`src/rtl/cp0_exception_unit.sv`:
```
// ---------------------------------------------------------------------------
// cp0_exception_unit
//
// Purpose:
//   Holds the architectural CP0 registers (Status, Cause, EPC, BadVAddr,
//   Count, Compare), picks the highest-priority exception or interrupt for
//   the instruction at the commit (MEM/WB) boundary, flushes/redirects the
//   pipeline, handles ERET, and serves the MFC0/MTC0 datapath.
//
// Handshake:
//   There is no backpressure. commit_valid qualifies every commit-side input
//   (commit_pc, commit_bd, commit_badvaddr, fault flags, eret) for exactly
//   the cycle it is high; exception_occur/new_pc answer in that same cycle
//   and all register side effects land on the following clock edge.
//
// Ports:
//   clk, rst             clock; asynchronous active-high reset
//   commit_valid         a real instruction is at the commit point
//   commit_pc/bd         PC and delay-slot flag of that instruction
//   commit_badvaddr      faulting data address for load/store errors
//   adel_if .. eret      fault / ERET flags for the committing instruction
//   hw_int               level-sensitive external interrupt lines
//   cp0_we/waddr/wdata   MTC0 write port
//   cp0_raddr/rdata      MFC0 read port (combinational, registered values)
//   exception_occur      flush + redirect this cycle
//   new_pc               redirect target (valid with exception_occur)
//   status_o/cause_o/epc_o  current register values
// ---------------------------------------------------------------------------
module cp0_exception_unit #(
    parameter int          HW_INT_NUM = 6,
    parameter logic [31:0] EXC_VECTOR = 32'hBFC00380,
    parameter bit          TIMER_EN   = 1'b1
) (
    input  logic                  clk,
    input  logic                  rst,
    input  logic                  commit_valid,
    input  logic [31:0]           commit_pc,
    input  logic                  commit_bd,
    input  logic [31:0]           commit_badvaddr,
    input  logic                  adel_if,
    input  logic                  adel_ld,
    input  logic                  ades,
    input  logic                  ri,
    input  logic                  ov,
    input  logic                  sys,
    input  logic                  bp,
    input  logic                  eret,
    input  logic [HW_INT_NUM-1:0] hw_int,
    input  logic                  cp0_we,
    input  logic [4:0]            cp0_waddr,
    input  logic [31:0]           cp0_wdata,
    input  logic [4:0]            cp0_raddr,
    output logic [31:0]           cp0_rdata,
    output logic                  exception_occur,
    output logic [31:0]           new_pc,
    output logic [31:0]           status_o,
    output logic [31:0]           cause_o,
    output logic [31:0]           epc_o
);

    localparam logic [4:0] ADDR_BADVADDR = 5'd8;
    localparam logic [4:0] ADDR_COUNT    = 5'd9;
    localparam logic [4:0] ADDR_COMPARE  = 5'd11;
    localparam logic [4:0] ADDR_STATUS   = 5'd12;
    localparam logic [4:0] ADDR_CAUSE    = 5'd13;
    localparam logic [4:0] ADDR_EPC      = 5'd14;

    localparam logic [4:0] EXC_INT  = 5'h00;
    localparam logic [4:0] EXC_ADEL = 5'h04;
    localparam logic [4:0] EXC_ADES = 5'h05;
    localparam logic [4:0] EXC_SYS  = 5'h08;
    localparam logic [4:0] EXC_BP   = 5'h09;
    localparam logic [4:0] EXC_RI   = 5'h0A;
    localparam logic [4:0] EXC_OV   = 5'h0C;

    localparam logic [31:0] STATUS_RESET = 32'h0040_0000;

    logic [31:0] r_status;
    logic [31:0] r_cause;
    logic [31:0] r_epc;
    logic [31:0] r_badvaddr;
    logic [31:0] r_count;
    logic [31:0] r_compare;
    logic        r_prescale;

    logic [5:0]  w_hw_ext;
    logic        w_int_pend;
    logic        w_exc_sel;
    logic [4:0]  w_exc_code;
    logic        w_badv_we;
    logic [31:0] w_badv_val;
    logic        w_eret_take;
    logic        w_mtc0_take;
    logic        w_timer_hit;

    // Missing interrupt lines read as 0 in Cause.IP.
    assign w_hw_ext = 6'(hw_int);

    assign w_int_pend = r_status[0] & ~r_status[1] & (|(r_cause[15:8] & r_status[15:8]));

    // Priority chain; the first matching cause wins.
    always_comb begin
        w_exc_sel  = 1'b0;
        w_exc_code = EXC_INT;
        w_badv_we  = 1'b0;
        w_badv_val = commit_badvaddr;
        if (commit_valid) begin
            if (w_int_pend) begin
                w_exc_sel  = 1'b1;
                w_exc_code = EXC_INT;
            end else if (adel_if) begin
                w_exc_sel  = 1'b1;
                w_exc_code = EXC_ADEL;
                w_badv_we  = 1'b1;
                w_badv_val = commit_pc;
            end else if (ri) begin
                w_exc_sel  = 1'b1;
                w_exc_code = EXC_RI;
            end else if (ov) begin
                w_exc_sel  = 1'b1;
                w_exc_code = EXC_OV;
            end else if (sys) begin
                w_exc_sel  = 1'b1;
                w_exc_code = EXC_SYS;
            end else if (bp) begin
                w_exc_sel  = 1'b1;
                w_exc_code = EXC_BP;
            end else if (adel_ld) begin
                w_exc_sel  = 1'b1;
                w_exc_code = EXC_ADEL;
                w_badv_we  = 1'b1;
            end else if (ades) begin
                w_exc_sel  = 1'b1;
                w_exc_code = EXC_ADES;
                w_badv_we  = 1'b1;
            end
        end
    end

    assign w_eret_take = commit_valid & eret & ~w_exc_sel;
    // A redirect in the same cycle squashes the MTC0.
    assign w_mtc0_take = cp0_we & ~w_exc_sel & ~w_eret_take;
    assign w_timer_hit = TIMER_EN && (r_count == r_compare);

    assign exception_occur = ~rst & (w_exc_sel | w_eret_take);
    assign new_pc          = w_exc_sel ? EXC_VECTOR : r_epc;

    assign status_o = r_status;
    assign cause_o  = r_cause;
    assign epc_o    = r_epc;

    always_comb begin
        cp0_rdata = 32'd0;
        case (cp0_raddr)
            ADDR_BADVADDR: cp0_rdata = r_badvaddr;
            ADDR_COUNT:    cp0_rdata = r_count;
            ADDR_COMPARE:  cp0_rdata = r_compare;
            ADDR_STATUS:   cp0_rdata = r_status;
            ADDR_CAUSE:    cp0_rdata = r_cause;
            ADDR_EPC:      cp0_rdata = r_epc;
            default:       cp0_rdata = 32'd0;
        endcase
    end

    always_ff @(posedge clk or posedge rst) begin
        if (rst) begin
            r_status   <= STATUS_RESET;
            r_cause    <= 32'd0;
            r_epc      <= 32'd0;
            r_badvaddr <= 32'd0;
            r_count    <= 32'd0;
            r_compare  <= 32'd0;
            r_prescale <= 1'b0;
        end else begin
            // Count advances every second cycle; a write restarts the phase.
            if (w_mtc0_take && cp0_waddr == ADDR_COUNT) begin
                r_count    <= cp0_wdata;
                r_prescale <= 1'b0;
            end else begin
                r_prescale <= ~r_prescale;
                if (r_prescale) begin
                    r_count <= r_count + 32'd1;
                end
            end

            if (w_mtc0_take && cp0_waddr == ADDR_COMPARE) begin
                r_compare <= cp0_wdata;
            end

            // Cause.TI is sticky; a Compare write clears it even on a match.
            if (w_mtc0_take && cp0_waddr == ADDR_COMPARE) begin
                r_cause[30] <= 1'b0;
            end else if (w_timer_hit) begin
                r_cause[30] <= 1'b1;
            end

            // Hardware IP bits sample the lines every cycle; IP7 also carries TI.
            r_cause[15]    <= w_hw_ext[5] | r_cause[30];
            r_cause[14:10] <= w_hw_ext[4:0];

            if (w_mtc0_take && cp0_waddr == ADDR_CAUSE) begin
                r_cause[9:8] <= cp0_wdata[9:8];
            end

            if (w_exc_sel) begin
                r_cause[6:2] <= w_exc_code;
                // A nested exception keeps the original return point.
                if (!r_status[1]) begin
                    r_epc       <= commit_bd ? (commit_pc - 32'd4) : commit_pc;
                    r_cause[31] <= commit_bd;
                end
                r_status[1] <= 1'b1;
            end else if (w_eret_take) begin
                r_status[1] <= 1'b0;
            end else if (w_mtc0_take) begin
                if (cp0_waddr == ADDR_STATUS) begin
                    r_status[15:8] <= cp0_wdata[15:8];
                    r_status[1:0]  <= cp0_wdata[1:0];
                end
                if (cp0_waddr == ADDR_EPC) begin
                    r_epc <= cp0_wdata;
                end
            end

            if (w_badv_we) begin
                r_badvaddr <= w_badv_val;
            end
        end
    end

endmodule
```
`config.mk`:
```
export PLATFORM = sky130hd
export DESIGN_NAME = cp0_exception_unit
export DESIGN_NICKNAME = d
export VERILOG_FILES = /design/src/rtl/cp0_exception_unit.sv
export SDC_FILE = /design/constraint.sdc
export NUM_CORES = 1
export LEC_CHECK = 0
export ABC_AREA = 0
export CORE_UTILIZATION = 39
export DETAILED_ROUTE_END_ITERATION = 7
export GPL_ROUTABILITY_DRIVEN = 0
export HOLD_SLACK_MARGIN = 0.02
export PLACE_DENSITY_LB_ADDON = 0.08
export SLEW_MARGIN = 0
export SYNTH_ARGS = -nofsm -noshare
export SYNTH_HDL_FRONTEND = slang
export SYNTH_SLANG_ARGS = --single-unit
```
`constraint.sdc`:
```
create_clock -name clk -period 14.9 [get_ports clk]
set_input_delay 2.98 -clock clk [delete_from_list [all_inputs] [get_ports clk]]
set_output_delay 2.98 -clock clk [all_outputs]
set_load 0.03 [all_outputs]
```
==> impl_metrics.yaml <==
grt:
  grt_antenna_before_repair: 3
  grt_max_degree: 100
  track_usage_pct: 29.34
  grt_overflow: 0
  grt_pass1_vias: 8212
  grt_pass1_wl_mm: 52.22
clock_network:
  post_cts_resized: 0
  clock_path_buffers: 2
  cts_root_buf: "clkbuf_16"
  insertion_delay_ns: 0.43
  clkTransAtPathRegs_ns: 0.06
  cts_hold_buf: 0
  cts.sinks: 153
  cts_max_level: 4
  numCtsBuffers: 17
  cts_tree: "done"
  post_cts.repair.setup_buffers: 0
critical_path:
  rr_endpoint: "r_count[11]"
  cpMostUsedCell: "clkdlybuf4s50_1"
  crit_start: "cp0_raddr[2]"
  critical_path.slowest_cell: "nor2_4"
  crit_cells: 6
  cp.arrival_ns: 6.02
  worstPathRequired_ns: 11.92
  critical_path.top_delay_family: "simple AND/OR/NAND/NOR gates"
  path_cells: "clkdlybuf4s50_1, nand2_1, or3_1, nor2_4, a221o_1, clkdlybuf4s50_1"
  reg2reg_slack_ns: 11.56
  worstReg2RegStart: "status_o[15]"
  cp_max_fo: 31
  crit_type: "input port to primary output"
  critical_path.startpoint_type: "input port"
  r2r_cells: 5
  cp.buffers_inverters: 2
  end_kind: "primary output"
  critPathMaxStageDelay_ns: 0.82
  setup.worst_path.end: "cp0_rdata[6]"
timing:
  worst_pin_slew_ns: 1.260
  setup_tns_ns: 0
  rsz0062_at_grt: "no"
  post-route-period-util_pct: 60.37
  fmax_mhz: 111.2
  setup_slack_ns: 5.904
  finalHoldViolCount: 0
  max_slew_margin_pct: 15.90
  skew_ns: 0.01218
  min_period_ns: 8.996
  finalSetupViolations: 0
  drv_slew: 0
finish:
  area_growth_pct: 34.84
  fillerInstances: 2141
  layout.cells.non_filler: 1463
  register_area_um2: 3829
  nets: 1257
  drive_gt1_share_pct: 13.21
  multi_input_area_um2: 5085
power:
  comb_power_share_pct: 29.4
  p_int_mw: 0.9539
  ir_worst_vdd_mv: 0.06128
  p_leak_nw: 4.907
  swShare_pct: 34.49
  seq_power_share_pct: 38.9
  switchingPower_mw: 0.5022
  p_clk_share_pct: 31.7
  power.density_nw_per_um2: 116.0
floorplan:
  rows: 56
  initial_core_util_pct: 39.66
  ioPinCount: 286
  die_w_um: 156.5
  coreArea_um2: 23470
  die_height_um: 156.5
  die_area_um2: 24490
drt:
  via_per_inst: 5.804
  route.detailed.drc: 0
  wl_per_cell_um: 23.96
  firstDrtPassIters: 6
  drt_iter0_markers: 577
  totalWireLength_mm: 35.06
  postRouteAntennaNets: 0
  vias: 8491
yosys:
  synth-async-reset-ratio_pct: 100.0
  yosys.area_share.simple_pct: 15.28
  synth_top_family_by_area: "compound AO/OA/AOI/OAI gates"
  seq_area_frac_synth_pct: 41.13
  synthCells: 912
  synth-compound-area-share_pct: 19.42
  synth-xor-area-share_pct: 8.091
  synth_ff_type: "dfrtp_1"
  syn_area_per_cell_um2: 10.21
  ys_types: 59
  synth_adder_area_share_pct: 0.2688
  synth_seq_cells: 153
  ys_warn_count: 39
  synth_edf_count: 0
  muxShareOfSynthArea_pct: 9.409
  netlist_area_um2: 9309
run_status:
  status: "completed"
place:
  dp_hpwl_mm: 23.90
  dp_slack_ns: 5.885
  portBuffers: 245
  dp_cells: 1430
flow_run:
  maxCapViolCount: 0
hold_path:
  hold_path.class: "flip-flop to flip-flop"
==> final cells by class <==
cell class | count | area share, %
Clock inverter | 12 | 1.296
Sequential cell | 153 | 30.50
Multi-Input combinational cell | 686 | 40.51
Timing Repair Buffer | 262 | 20.51
Tap cell | 319 | 3.180
Inverter | 10 | 0.3389
Clock buffer | 20 | 3.638
Antenna cell | 1 | 0.01994
==> cell usage after synthesis, drive strengths merged (2+ instances only) <==
| cell | n | area share [%] |
|---|---|---|
| dfrtp | 153 | 41 |
| mux2 | 76 | 9.2 |
| xnor2 | 74 | 7.0 |
| a22oi | 54 | 4.4 |
| buf | 53 | 4.0 |
| clkbuf | 49 | 2.0 |
| a21oi | 42 | 2.3 |
| o2bb2ai | 37 | 3.5 |
| nand2 | 35 | 1.4 |
| nor3b | 33 | 2.7 |
| o22ai | 26 | 1.7 |
| nor3 | 25 | 1.5 |
| nand4 | 24 | 1.6 |
| and2 | 22 | 1.5 |
| a22o | 21 | 2.0 |
| nor2 | 20 | 0.86 |
| nand3 | 19 | 1.0 |
| nor4 | 19 | 1.4 |
| a221o | 17 | 1.8 |
| nand2b | 16 | 1.1 |
| o21ai | 14 | 0.83 |
| xor2 | 12 | 1.1 |
| inv | 10 | 0.40 |
| a222oi | 7 | 0.75 |
| and3 | 4 | 0.27 |
| and4 | 4 | 0.38 |
| or3 | 4 | 0.27 |
| a21o | 3 | 0.24 |
| a2bb2oi | 3 | 0.28 |
| o21a | 3 | 0.24 |
| or2 | 3 | 0.20 |
| or4 | 3 | 0.24 |
| a21bo | 2 | 0.22 |
| ha | 2 | 0.27 |
| mux2i | 2 | 0.22 |
| nand3b | 2 | 0.16 |
| nand4b | 2 | 0.19 |
| nor4b | 2 | 0.26 |
| o31a | 2 | 0.19 |
| o31ai | 2 | 0.16 |
| o41ai | 2 | 0.39 |
==> layer usage <==
metal,up-vias,track usage [%],part of all wire (%)
met1,4207,38.25,42
met5,-,0,0.037
met3,52,7.449,8.4
met4,2,9.851,2.3
met2,411,47.26,48
li1,3819,-,-
==> layout by cell type (no fill, tap or decap), drive strengths merged, types with 4 or more instances in the layout <==
cell,n
nand3,19
and2,22
a22oi,54
nand2b,16
and4,4
buf,18
conb,40
o2bb2ai,37
xnor2,74
clkdlybuf4s50,244
clkinv,4
a22o,21
nand4,24
a221o,17
nand2,35
nor4,19
mux2,76
dfrtp,153
or3,4
inv,13
nor2,20
and3,4
nor3,25
nor3b,33
o21ai,14
clkbuf,20
o22ai,26
xor2,12
a21oi,42
a222oi,7
==> cell families (layout without fill, tap and decap cells) <==
logic type               Yosys count  count (layout)
XOR/XNOR                          86              86
other                              1              41
adder cells (fa/ha/maj)            2               2
multiplexers                      78              78
AND/OR/NAND/NOR                  240             240
AO/OA/AOI/OAI                    240             240
buffers and inverters            112             304
flip-flops                       153             153
==> worst register-to-register path: stages, from the launching register on <==
cell and delay [ns]:
dfrtp_1 0.43, a22o_1 0.33, o41ai_4 0.76, o21a_2 0.54, nand2_2 0.65, mux2_2 0.52
==> worst min path at each step <==
stage                               from              to  slack (ns)  cells past startpoint
after floorplan            r_badvaddr[2]   r_badvaddr[2]        0.46                      1
after global placement    r_badvaddr[26]  r_badvaddr[26]        0.47                      1
after detailed placement   r_badvaddr[3]   r_badvaddr[3]        0.47                      1
after CTS                 r_badvaddr[10]  r_badvaddr[10]        0.49                      1
after global routing      r_badvaddr[18]  r_badvaddr[18]        0.50                      1
final                     r_badvaddr[12]  r_badvaddr[12]        0.49                      1
==> sequential cells by signal (all words and copies together), names as in the netlist <==
name,flops
r_prescale,1
r_compare,32
status_o,10
epc_o,32
cause_o,14
r_count,32
r_badvaddr,32
==> per-stage QoR <==
| step | power, mW | utilization, % | hold slack (ns) | area, um^2 |
|---|---|---|---|---|
| floorplan | 0.8093 | - | 0.4551 | 9455 |
| global placement | 0.9965 | 50.83 | 0.4730 | 11930 |
| detailed placement | 0.9990 | 50.83 | 0.4725 | 11930 |
| CTS | 1.462 | 53.46 | 0.4913 | 12550 |
| global route | 1.519 | 53.48 | 0.5036 | 12550 |
| finish | 1.456 | 53.48 | 0.4914 | 12550 |
==> power by group through the flow <==
stage	Combinational [mW]	Clock [mW]	Sequential, mW
after floorplan	0.219	0	0.591
after global placement	0.425	0	0.572
after detailed placement	0.427	0	0.572
after CTS	0.429	0.468	0.565
after global routing	0.453	0.489	0.577
final	0.427	0.462	0.567
(Power assumes the default switching activity.)
